File: src/rtl/seg_pkg.sv
// Shared constants and helpers for the seven-segment scan controller.
//   NDIG      : number of display digits
//   DIG_W     : width of a digit index
//   AN_OFF    : anode pattern with every digit dark (active-low)
//   DIG_FIRST : digit scanned first in each frame (leftmost)
//   an_of()   : digit index -> one-hot-low anode pattern
package seg_pkg;

   localparam int unsigned NDIG  = 4;
   localparam int unsigned DIG_W = 2;
   localparam int unsigned NIB_W = 4;
   localparam int unsigned VAL_W = NDIG * NIB_W;

   localparam logic [NDIG-1:0]  AN_OFF    = 4'b1111;
   localparam logic [DIG_W-1:0] DIG_FIRST = 2'd3;

   // Active-low anode pattern selecting a single digit.
   function automatic logic [NDIG-1:0] an_of(input logic [DIG_W-1:0] dig);
      an_of = ~(NDIG'(1) << dig);
   endfunction

endpackage

File: src/rtl/seg_scan_timer.sv
// Dwell counter and digit sequencer for the scan controller.
//   clk, rst_n      : clock, async active-low reset
//   o_cnt           : dwell counter, one digit is shown for 2^SCAN_W cycles
//   o_dig           : digit currently selected, scans 3 -> 2 -> 1 -> 0 -> 3
//   o_frame_end_c   : last cycle of the frame (digit 0, counter all-ones)
module seg_scan_timer
   import seg_pkg::*;
#(
   parameter int unsigned SCAN_W = 16
) (
   input  logic              clk,
   input  logic              rst_n,
   output logic [SCAN_W-1:0] o_cnt,
   output logic [DIG_W-1:0]  o_dig,
   output logic              o_frame_end_c
);

   logic [SCAN_W-1:0] r_cnt;
   logic [DIG_W-1:0]  r_dig;

   // Counter wraps naturally; the digit steps down and wraps 0 -> 3, which
   // also realigns the frame at the boundary without extra logic.
   always_ff @(posedge clk or negedge rst_n) begin
      if (!rst_n) begin
         r_cnt <= '0;
         r_dig <= DIG_FIRST;
      end else begin
         r_cnt <= r_cnt + SCAN_W'(1);
         if (&r_cnt) begin
            r_dig <= r_dig - DIG_W'(1);
         end
      end
   end

   assign o_cnt         = r_cnt;
   assign o_dig         = r_dig;
   assign o_frame_end_c = (&r_cnt) && (r_dig == '0);

endmodule

File: src/rtl/seg_scan_ctrl.sv
// Four-digit seven-segment scan controller with double-buffered display
// value, per-frame PWM brightness and leading-zero blanking.
//   clk, rst_n  : clock, async active-low reset
//   wr_valid    : write request for a new 16-bit display value
//   wr_ready    : pending buffer empty (combinational from its flag)
//   wr_data     : four nibbles, [15:12] is digit 3 (leftmost)
//   bright      : brightness, sampled at frame boundaries
//   lz_blank    : leading-zero blanking enable, sampled at frame boundaries
//   an          : active-low anodes, an[3] is digit 3
//   bcd         : nibble of the currently selected digit
//   frame_tick  : one-cycle pulse at the start of each frame
module seg_scan_ctrl
   import seg_pkg::*;
#(
   parameter int unsigned SCAN_W   = 16,
   parameter int unsigned BRIGHT_W = 4
) (
   input  logic                clk,
   input  logic                rst_n,
   input  logic                wr_valid,
   output logic                wr_ready,
   input  logic [VAL_W-1:0]    wr_data,
   input  logic [BRIGHT_W-1:0] bright,
   input  logic                lz_blank,
   output logic [NDIG-1:0]     an,
   output logic [NIB_W-1:0]    bcd,
   output logic                frame_tick
);

   logic [SCAN_W-1:0]   w_cnt;
   logic [DIG_W-1:0]    w_dig;
   logic                w_frame_end;
   logic                w_accept;
   logic                w_pwm_on;
   logic                w_blank;
   logic                w_lit;
   logic [3:0]          w_shift;
   logic [NIB_W-1:0]    w_nib;

   logic [VAL_W-1:0]    r_pend;
   logic                r_pend_full;
   logic [VAL_W-1:0]    r_act;
   logic [BRIGHT_W-1:0] r_bright_act;
   logic                r_lz_act;

   seg_scan_timer #(
      .SCAN_W (SCAN_W)
   ) u_timer (
      .clk           (clk),
      .rst_n         (rst_n),
      .o_cnt         (w_cnt),
      .o_dig         (w_dig),
      .o_frame_end_c (w_frame_end)
   );

   assign wr_ready = ~r_pend_full;
   assign w_accept = wr_valid & ~r_pend_full;

   // Comparing the full counter against the level scaled to the top of the
   // dwell is equivalent to comparing the top BRIGHT_W bits against it.
   assign w_pwm_on = w_cnt < (SCAN_W'(r_bright_act) << (SCAN_W - BRIGHT_W));

   // A digit above 0 is blanked when it and every higher nibble are zero.
   assign w_shift  = {w_dig, 2'b00};
   assign w_blank  = r_lz_act && (w_dig != '0) && ((r_act >> w_shift) == '0);
   assign w_lit    = w_pwm_on && !w_blank;
   assign w_nib    = r_act[w_shift +: NIB_W];

   // Buffering, frame-boundary latching and the registered display outputs.
   always_ff @(posedge clk or negedge rst_n) begin
      if (!rst_n) begin
         r_pend       <= '0;
         r_pend_full  <= 1'b0;
         r_act        <= '0;
         r_bright_act <= '0;
         r_lz_act     <= 1'b0;
         an           <= AN_OFF;
         bcd          <= '0;
         frame_tick   <= 1'b0;
      end else begin
         frame_tick <= w_frame_end;
         an         <= w_lit ? an_of(w_dig) : AN_OFF;
         bcd        <= w_nib;
         if (w_frame_end) begin
            r_bright_act <= bright;
            r_lz_act     <= lz_blank;
            if (r_pend_full) begin
               r_act       <= r_pend;
               r_pend_full <= 1'b0;
            end
         end
         // Only possible while empty, so it never collides with the move above.
         if (w_accept) begin
            r_pend      <= wr_data;
            r_pend_full <= 1'b1;
         end
      end
   end

endmodule

File: config.mk
export PLATFORM = sky130hd
export DESIGN_NAME = seg_scan_ctrl
export DESIGN_NICKNAME = d
export VERILOG_FILES = /design/src/rtl/seg_pkg.sv /design/src/rtl/seg_scan_timer.sv /design/src/rtl/seg_scan_ctrl.sv
export SDC_FILE = /design/constraint.sdc
export NUM_CORES = 1
export LEC_CHECK = 0
export CAP_MARGIN = 20
export CELL_PAD_IN_SITES_DETAIL_PLACEMENT = 0
export CELL_PAD_IN_SITES_GLOBAL_PLACEMENT = 1
export CORE_AREA = 2 2 94 69
export CTS_CLUSTER_SIZE = 28
export DETAILED_ROUTE_END_ITERATION = 12
export DIE_AREA = 0 0 96 71
export PLACE_DENSITY = 0.81
export SLEW_MARGIN = 20
export SYNTH_ARGS = -nofsm -noshare
export SYNTH_HDL_FRONTEND = slang
export SYNTH_HIERARCHICAL = 1
export SYNTH_SLANG_ARGS = --single-unit
File: constraint.sdc
create_clock -name clk -period 7.08 [get_ports clk]
set_input_delay 1.77 -clock clk [delete_from_list [all_inputs] [get_ports clk]]
set_output_delay 1.77 -clock clk [all_outputs]
set_load 0.01 [all_outputs]
==> results of run 1 <==
## cell type report
class,instances,area (sq um),share of cell area [%]
flip-flops and latches,65,1630,47.8
multi-input cells,115,1070,31.5
repair buffers,35,340,9.96
clock buffers,14,173,5.05
well taps,78,97.6,2.86
clock inverters,2,60.1,1.76
inverters,10,37.5,1.10
## per-stage QoR
step	instance area (sq um)	instances	hold slack, ns	utilization [%]	power [W]
floorplan	2780	196	0.468	-	0.000404
global placement	3180	303	0.488	53.3	0.000427
detailed placement	3180	303	0.492	53.3	0.000428
CTS	3420	319	0.508	57.2	0.000792
global route	3420	319	0.513	57.2	0.000811
finish	3420	319	0.504	57.2	0.000779
## kinds of logic (layout without fill, tap and decap cells)
kind of cell               count (synthesis)  after routing  synth area share, %
xor gates and xnor gates                  15             15                 4.73
AOI/OAI and AO/OA                         11             11                 2.57
muxes                                     39             39                 17.6
adders and majority gates                  5              5                 2.25
DFF                                       65             65                 58.8
and+or+nand+nor                           45             45                 11.5
buffers and inverters                     16             61                 2.52
## registers in the layout, indices dropped and copies added (netlist names)
name	count
an	4
bcd	4
frame_tick	1
r_act	16
r_bright_act	4
r_lz_act	1
r_pend	16
r_pend_full	1
u_timer/o_cnt	16
u_timer/o_dig	2
## how the worst min path moves through the flow
stage	start	endpoint	slack (ns)	cells after the start
3_3_place_gp	r_act[3]	r_act[3]	0.49	1
6_report	r_act[3]	r_act[3]	0.50	1
3_5_place_dp	r_pend[11]	r_act[11]	0.49	1
2_1_floorplan	u_timer/o_cnt[15]	u_timer/o_cnt[15]	0.47	1
5_1_grt	r_pend[11]	r_act[11]	0.51	1
4_1_cts	r_pend[11]	r_act[11]	0.51	1
## worst reg2reg max path: stages, from the launching register on
cell and delay, ns:
sky130_fd_sc_hd__dfrtp_1 0.43, sky130_fd_sc_hd__ha_1 0.28, sky130_fd_sc_hd__nand4_4 0.19, sky130_fd_sc_hd__nor4_4 0.32, sky130_fd_sc_hd__and2_1 0.39, sky130_fd_sc_hd__nand2_1 0.51
sky130_fd_sc_hd__mux2_2 0.46
## power by group through the flow
stage | Combinational (W) | Clock (W) | Sequential [W]
final | 0.0000306 | 0.000359 | 0.000390
after global routing | 0.0000346 | 0.000386 | 0.000391
after CTS | 0.0000317 | 0.000371 | 0.000390
after detailed placement | 0.0000314 | 0 | 0.000397
after global placement | 0.0000307 | 0 | 0.000396
after floorplan | 0.0000105 | 0 | 0.000394
## layer usage
metal | vias to the layer above | global-route usage [%] | routed length [microns]
li1 | 778 | - | -
met3 | 7 | 6.39 | 243
met1 | 791 | 21.7 | 2240
met5 | - | 0 | 0
met4 | 0 | 6.67 | 72
met2 | 39 | 21.8 | 1960
## Yosys cell counts, types with 2 or more instances
cell | instances | area [sq um]
sky130_fd_sc_hd__a21o_1 | 4 | 30.0
sky130_fd_sc_hd__buf_2 | 2 | 10.0
sky130_fd_sc_hd__clkbuf_1 | 3 | 11.3
sky130_fd_sc_hd__dfrtp_1 | 59 | 1480
sky130_fd_sc_hd__dfstp_2 | 6 | 158
sky130_fd_sc_hd__ha_1 | 5 | 62.6
sky130_fd_sc_hd__inv_1 | 10 | 37.5
sky130_fd_sc_hd__mux2_2 | 34 | 383
sky130_fd_sc_hd__mux4_1 | 2 | 52.6
sky130_fd_sc_hd__mux4_2 | 2 | 45.0
sky130_fd_sc_hd__nand2_1 | 10 | 37.5
sky130_fd_sc_hd__nand3_1 | 4 | 20.0
sky130_fd_sc_hd__nand4_1 | 4 | 25.0
sky130_fd_sc_hd__nand4_4 | 2 | 42.5
sky130_fd_sc_hd__nand4b_1 | 2 | 17.5
sky130_fd_sc_hd__nor2_1 | 4 | 15.0
sky130_fd_sc_hd__nor2b_1 | 2 | 12.5
sky130_fd_sc_hd__nor3_1 | 4 | 20.0
sky130_fd_sc_hd__nor4_1 | 4 | 25.0
sky130_fd_sc_hd__nor4_2 | 2 | 25.0
sky130_fd_sc_hd__o21ai_0 | 4 | 20.0
sky130_fd_sc_hd__xnor2_1 | 5 | 43.8
sky130_fd_sc_hd__xor2_1 | 10 | 87.6
==> flow_summary.toml, run 1 <==
[status]
run_status = "finished, final reports clean"

[power]
int_power_w = 0.000631
power_frac_clock_pct = 46.1
comb_power_share_pct = 3.9
power.switching_w = 0.000148
power.ir.vdd_worst_v = 0.000129
p_leak_nw = 1.59
power.switching_fraction_pct = 19.1
cellPowerDensity_mw_per_mm2 = 228
share_seq_of_total_power_pct = 50.0

[sta]
achievable_freq_mhz = 318
hold_viol = 0
timing_worst_slew_pin_value_ns = 0.814
report.final.setup_viol = 0
setup-tns-final_ns = 0
timing.max_slew.rel_slack_pct = 45.7
min_period_over_period_pct = 44.4
final.setup_skew_ns = 0.00835
timing.final.max_slew_violations = 0
rsz0062_at_grt = "no"
setup_ws_ns = 3.94
finalWorstPathRequiredPeriod_ns = 3.14

[worst_setup_path]
worstSetupStartpoint = "an[2]"
cp_cell_sequence = "clkdlybuf4s50_1"
cp.buffers_inverters = 1
crit_type = "reg2out"
critical_path_depth = 1
rrSetupSlack_ns = 4.38
worst_ep_required_time_ns = 5.31
timing.rr.start = "u_timer/o_cnt[0]"
cpLargestDelayFamily = "flip-flops"
crit_path_max_incr_delay_ns = 0.52
timing.critical_path.from_type = "flip-flop"
worst_path_max_delay_cell = "sky130_fd_sc_hd__dfstp_2"
end_kind = "output pin"
crit_fanout = 1
worst_reg2reg_path_endpoint = "r_act[0]"
worst_setup_path_endpoint = "an[2]"
crit_arrival_ns = 1.37
ff2ff_path_depth = 6

[finish]
drive_above_1_share_pct = 27.8
final_cell_mix = "sky130_fd_sc_hd__dfrtp_1 (59), sky130_fd_sc_hd__mux2_2 (34), sky130_fd_sc_hd__clkdlybuf4s50_1 (32)"
number_of_inserted_diodes = 0
layout_commonest_cell = "sky130_fd_sc_hd__dfrtp_1"
final_nets = 265
fillCellCount = 495
area_growth_syn_to_layout_pct = 23.0

[cts]
cts-hold-fix-buffers = 0
htreeDepth = 3
cts_root_buffer = "sky130_fd_sc_hd__clkbuf_8"
max-clock-path-buffers = 2
clk-insertion-delay-late_ns = 0.33
tritoncts = "built"
cts_inserted_buffers = 9
cts-resized-gates = 0
clk_pin_slew_worst_paths_ns = 0.06
post-cts-setup-buffer-count = 0
clkSinkCount = 65

[hold_path]
min-delay-path-class = "reg2reg"

[routing]
vias_per_cell = 5.06
drc = 0
drtPass1Iterations = 4
num_vias = 1615
drt_iter0_markers = 62
avgRoutedWirePerCell_microns = 14.2
postRouteWirelength_mm = 4.52
drtAntennaViolNets = 0

[yosys]
netlist_instances = 196
yosys_warnings = 6
ys_ff_latch = 65
syn_area_sq_mm = 0.00278
synth_cell_type_count = 35
syn-mean-instance-area_sq_um = 14.2
synth-edff-count = 0
synth_flop_cell = "sky130_fd_sc_hd__dfrtp_1"
synth_async_sr_flop_share_pct = 100
ys_seq_area_share_pct = 58.8
syn-num-nets = 225

[floorplanning]
fp.dieArea_sq_mm = 0.00682
core_area_sq_mm = 0.00598
start_util_pct = 46.5
fp.dieH_microns = 71
ios = 34
placementRows = 24
die_x_microns = 96

[global_routing]
grt_max_degree = 66
grt_first_pass_wirelength_mm = 7.97
first_global_vias = 1635
gr-total-overflow = 0
antenna_violations_before_repair = 0
grt_usage_pct = 15.7

[placement]
port_buffers = 33
finalWeightedCongestion = 0.714
dp_hpwl_mm = 3.03
detailedPlace.worstSlack_ns = 3.94

[flow_run]
max_cap_viol_count = 0
No activity file was read; power rests on OpenSTA's default activity.
==> run 2, diff against run 1 <==
--- a/config.mk
+++ b/config.mk
@@ -8,11 +8,11 @@
 export CAP_MARGIN = 20
 export CELL_PAD_IN_SITES_DETAIL_PLACEMENT = 0
 export CELL_PAD_IN_SITES_GLOBAL_PLACEMENT = 1
-export CORE_AREA = 2 2 94 69
+export CORE_AREA = 2 2 97 71
 export CTS_CLUSTER_SIZE = 28
 export DETAILED_ROUTE_END_ITERATION = 12
-export DIE_AREA = 0 0 96 71
-export PLACE_DENSITY = 0.81
+export DIE_AREA = 0 0 99 73
+export PLACE_DENSITY = 0.77
 export SLEW_MARGIN = 20
 export SYNTH_ARGS = -nofsm -noshare
 export SYNTH_HDL_FRONTEND = slang
==> constraint.sdc (replaced) <==
create_clock -name clk -period 2.97 [get_ports clk]
set_input_delay 0.7425 -clock clk [delete_from_list [all_inputs] [get_ports clk]]
set_output_delay 0.7425 -clock clk [all_outputs]
set_load 0.01 [all_outputs]
==> run 2 against run 1 <==
Worst setup slack worse by 3.4 ns. Total power is 130% higher. Sequential power grew 140%. Largest cell class unchanged. Design area decreased by 0.18%. Global-route usage is 1.4 points lower. Highest routed layer unchanged. Clock power rose by 110%. Clock skew is 0.00099 ns higher. Register-to-register slack got worse by 3.8 ns.
==> flow_summary.toml, run 2 (synthesis gave the netlist of run 1 again) <==
[status]
run_status = "finished, final reports clean"

[cts]
post-cts-setup-buffer-count = 0
cts-resized-gates = 0
htreeDepth = 3
clkSinkCount = 65
cts-hold-fix-buffers = 0
clk_pin_slew_worst_paths_ns = 0.08
clk-insertion-delay-late_ns = 0.34
max-clock-path-buffers = 2
cts_inserted_buffers = 9
cts_root_buffer = "sky130_fd_sc_hd__clkbuf_8"
tritoncts = "built"

[routing]
vias_per_cell = 4.94
num_vias = 1595
drt_iter0_markers = 61
drtPass1Iterations = 4
postRouteWirelength_mm = 4.68
drtAntennaViolNets = 0
drc = 0
avgRoutedWirePerCell_microns = 14.5

[floorplanning]
placementRows = 25
fp.dieArea_sq_mm = 0.00723
core_area_sq_mm = 0.00641
die_x_microns = 99
ios = 34
fp.dieH_microns = 73
start_util_pct = 43.3

[finish]
number_of_inserted_diodes = 0
final_cell_mix = "sky130_fd_sc_hd__dfrtp_1 (59), sky130_fd_sc_hd__mux2_2 (34), sky130_fd_sc_hd__clkdlybuf4s50_1 (32)"
final_nets = 266
area_growth_syn_to_layout_pct = 22.7
fillCellCount = 546
layout_commonest_cell = "sky130_fd_sc_hd__dfrtp_1"
drive_above_1_share_pct = 28.9

[sta]
timing.final.max_slew_violations = 0
finalHoldWorstSlack_ns = 0.420
hold_viol = 0
achievable_freq_mhz = 413
finalWorstPathRequiredPeriod_ns = 2.42
timing_worst_slew_pin_value_ns = 0.735
rsz0062_at_grt = "no"
setup-tns-final_ns = 0
timing.max_slew.rel_slack_pct = 50.9
final.setup_skew_ns = 0.00934
report.final.setup_viol = 0
min_period_over_period_pct = 81.5

[power]
p_leak_nw = 1.59
cellPowerDensity_mw_per_mm2 = 516
power.ir.vdd_worst_v = 0.000224

[hold_path]
min-delay-path-class = "in2async"

[global_routing]
antenna_violations_before_repair = 0
groute.layer.met2.usage_pct = 19.4
grt_util_met3_pct = 4.98
gr-usage-met1_pct = 20.8
grt_first_pass_wirelength_mm = 7.83
grt_max_degree = 38
first_global_vias = 1528
grt_usage_pct = 14.2
gr-total-overflow = 0
grt_busiest_layer = "met1"

[worst_setup_path]
timing.critical_path.from_type = "flip-flop"
cp_cell_sequence = "ha_1 > nand4_4 > nor4_4 > and2_1 > nand2_1 > mux2_2"
crit_type = "reg2reg"
crit_arrival_ns = 2.65
end_kind = "flip-flop"
crit_fanout = 17
crit_path_max_incr_delay_ns = 0.46
worst_path_max_delay_cell = "sky130_fd_sc_hd__mux2_2"
worst_ep_required_time_ns = 3.20

[placement]
port_buffers = 33
dp_hpwl_mm = 3.30
finalWeightedCongestion = 0.755

[flow_run]
max_cap_viol_count = 0
==> run 2: cell count changes in the layout (fill, tap and decap cells not counted), sizes merged <==
cell	before	now
clkinv	0	4
buf	3	4
inv	10	12
clkbuf	14	9
bufinv	2	1
==> run 2: worst paths after layout <==
check                                   from           endpoint  slack [ns]  cells after the start
max in group asynchronous              rst_n   u_timer/o_dig[0]        1.84                      2
setup reg to reg            u_timer/o_cnt[0]           r_act[4]        0.55                      6
hold reg to reg            u_timer/o_cnt[15]  u_timer/o_cnt[15]        0.50                      1
min in group clk           u_timer/o_cnt[15]  u_timer/o_cnt[15]        0.50                      1
hold / removal                         rst_n          r_pend[3]        0.42                      1
setup / recovery            u_timer/o_cnt[0]           r_act[4]        0.55                      6
==> run 2: final cells by class <==
| class | instances | area, sq um | share of cell area, % |
|---|---|---|---|
| repair buffers | 36 | 360 | 10.6 |
| flip-flops and latches | 65 | 1630 | 47.9 |
| clock buffers | 9 | 124 | 3.63 |
| well taps | 81 | 101 | 2.97 |
| clock inverters | 7 | 78.8 | 2.31 |
| multi-input cells | 115 | 1070 | 31.5 |
| inverters | 10 | 37.5 | 1.10 |
==> run 2: power by group <==
group | total, W | switching, W | internal (W)
Clock | 0.000758 | 0.000362 | 0.000396
Sequential | 0.000928 | 0.0000150 | 0.000913
Combinational | 0.0000753 | 0.0000267 | 0.0000486
Total | 0.00176 | 0.000403 | 0.00136
==> run 2: stage by stage <==
stage | std cells | utilization (%) | cell area [sq um] | power, W | setup slack (ns)
finish | 323 | 53.2 | 3410 | 0.00176 | 0.550
global route | 323 | 53.2 | 3410 | 0.00184 | 0.325
CTS | 323 | 53.2 | 3410 | 0.00179 | 0.513
detailed placement | 307 | 50.0 | 3210 | 0.00102 | 0.546
global placement | 307 | 50.0 | 3210 | 0.00102 | 0.632
floorplan | 196 | - | 2780 | 0.000964 | 0.618
==> run 2: metal layers <==
layer  part of all wire [%]  routed length (microns)  up-vias
met1                     51                     2400      777
met4                    1.2                       57        0
met3                    3.8                      176        6
li1                       -                        -      781
met2                     44                     2050       31
met5                      0                        0        -
==> run 2: critical path, delay by kind of cell, from the launching register on <==
family	cells	cell delay (ns)
adder cells (fa/ha/maj)	1	0.28
flip-flops	1	0.42
multiplexers	1	0.46
AND/OR/NAND/NOR	4	1.14
==> run 3, diff against run 2 <==
==> constraint.sdc (replaced) <==
create_clock -name clk -period 2.35 [get_ports clk]
set_input_delay 0.5875 -clock clk [delete_from_list [all_inputs] [get_ports clk]]
set_output_delay 0.5875 -clock clk [all_outputs]
set_load 0.01 [all_outputs]
==> run 3 against run 2 <==
Design area increased by 2.1%. Hold slack lost 0.16 ns. Global-route usage increased by 0.56 points. Total power is 41% higher. Final cell count is 0.31% higher. Critical path depth unchanged. Clock-buffer cell count grew 1. Highest routed layer unchanged.
==> flow_summary.toml, run 3 (synthesis gave the netlist of run 1 again) <==
[routing]
vias_per_cell = 4.99
drtAntennaViolNets = 0
drt_iter0_markers = 55
drc = 0
avgRoutedWirePerCell_microns = 14.6
postRouteWirelength_mm = 4.74
num_vias = 1617
drtPass1Iterations = 4

[finish]
final_nets = 267
layout_commonest_cell = "sky130_fd_sc_hd__dfrtp_1"
area_growth_syn_to_layout_pct = 25.3
final-seq-area_sq_mm = 0.00163
multiInputGateArea_sq_mm = 0.00108
number_of_inserted_diodes = 0
final_cell_mix = "sky130_fd_sc_hd__dfrtp_1 (59), sky130_fd_sc_hd__mux2_2 (34), sky130_fd_sc_hd__clkdlybuf4s50_1 (32)"
fillCellCount = 526
utilization_pct = 54.3
drive_above_1_share_pct = 29.2

[worst_setup_path]
end_kind = "flip-flop"
crit_fanout = 9
crit_path_max_incr_delay_ns = 0.42
cpLargestDelayFamily = "simple AND/OR/NAND/NOR gates"
worst_ep_required_time_ns = 2.57
critical_path_depth = 6
cp_cell_sequence = "ha_1 > nand4_4 > nor4_4 > and2_1 > buf_4 > mux2_2"
crit_type = "reg2reg"
timing.critical_path.from_type = "flip-flop"
crit_arrival_ns = 2.29
ff2ff_path_depth = 6
cp.buffers_inverters = 1
worst_path_max_delay_cell = "sky130_fd_sc_hd__dfrtp_1"

[cts]
htreeDepth = 3
post-cts-setup-buffer-count = 0
max-clock-path-buffers = 2
cts-hold-fix-buffers = 0
tritoncts = "built"
clk_pin_slew_worst_paths_ns = 0.07
clkSinkCount = 65
clk-insertion-delay-late_ns = 0.34
cts_root_buffer = "sky130_fd_sc_hd__clkbuf_8"
cts_inserted_buffers = 9

[sta]
setup_ws_ns = 0.281
setup-tns-final_ns = 0
finalHoldWorstSlack_ns = 0.258
min_period_over_period_pct = 88.1
rsz0062_at_grt = "no"
report.final.setup_viol = 0
timing.max_slew.rel_slack_pct = 75.1
hold_viol = 0
timing.final.max_slew_violations = 0
finalWorstPathRequiredPeriod_ns = 2.07
final.setup_skew_ns = 0.00712
timing_worst_slew_pin_value_ns = 0.370
achievable_freq_mhz = 483

[global_routing]
gr-total-overflow = 0
grt_first_pass_wirelength_mm = 8.09
grt_max_degree = 66
grt_usage_pct = 14.8
first_global_vias = 1616
antenna_violations_before_repair = 0

[placement]
finalWeightedCongestion = 0.768
dp_hpwl_mm = 3.21
port_buffers = 33
detailedPlace.worstSlack_ns = 0.180

[status]
run_status = "finished, final reports clean"

[power]
cellPowerDensity_mw_per_mm2 = 714
power.ir.vdd_worst_v = 0.000394
post-layout-total-power_w = 0.00249
p_leak_nw = 1.62

[flow_run]
max_cap_viol_count = 0

[hold_path]
min-delay-path-class = "in2async"

[floorplanning]
die_x_microns = 99
ios = 34
fp.dieArea_sq_mm = 0.00723
fp.dieH_microns = 73
placementRows = 25
core_area_sq_mm = 0.00641
start_util_pct = 43.3
==> run 3: worst register-to-register path: cells and delay by family (launching register included) <==
family / cells / cell delay [ns]
simple gates: 3 / 0.75
flops: 1 / 0.42
mux: 1 / 0.34
fa+ha+maj: 1 / 0.28
buf+inv: 1 / 0.18
==> run 3: area by class of cell <==
class,count,area share [%]
Sequential cell,65,46.9
Multi-Input combinational cell,115,31.1
Inverter,10,1.08
Timing Repair Buffer,37,10.6
Tap cell,81,2.91
Clock inverter,6,3.74
Clock buffer,10,3.67
==> run 3: layer usage <==
metal  part of all wire [%]  up-vias  track usage [%]
met5                      0        -                0
met3                    6.4        5             5.84
met1                     50      784             21.4
met4                    1.1        0             5.94
li1                       -      782                -
met2                     43       46             19.8
==> run 3: stage by stage <==
stage / instance area (sq um) / std cells
4_1_cts: 3480 / 324
5_1_grt: 3480 / 324
2_1_floorplan: 2780 / 196
3_3_place_gp: 3220 / 308
6_report: 3480 / 324
3_5_place_dp: 3220 / 308
==> run 3: power breakdown <==
group          internal [W]  switching (W)
Sequential          0.00116      0.0000187
Combinational     0.0000615      0.0000338
Clock              0.000809       0.000409
==> run 3: worst paths after layout <==
kind                            slack (ns)               from                 to
worst min-delay path                  0.26              rst_n   u_timer/o_cnt[0]
worst max register to register        0.28   u_timer/o_cnt[0]           r_lz_act
max in group asynchronous             1.77              rst_n   u_timer/o_dig[1]
min in group clk                      0.50  u_timer/o_cnt[15]  u_timer/o_cnt[15]
worst max-delay path                  0.28   u_timer/o_cnt[0]           r_lz_act
worst min register to register        0.50  u_timer/o_cnt[15]  u_timer/o_cnt[15]
==> run 3: repair_timing <==
action / CTS / global route
hold endpoints to repair: 0 / 0
setup endpoints to repair: 0 / 4
gates resized for setup: 0 / 1
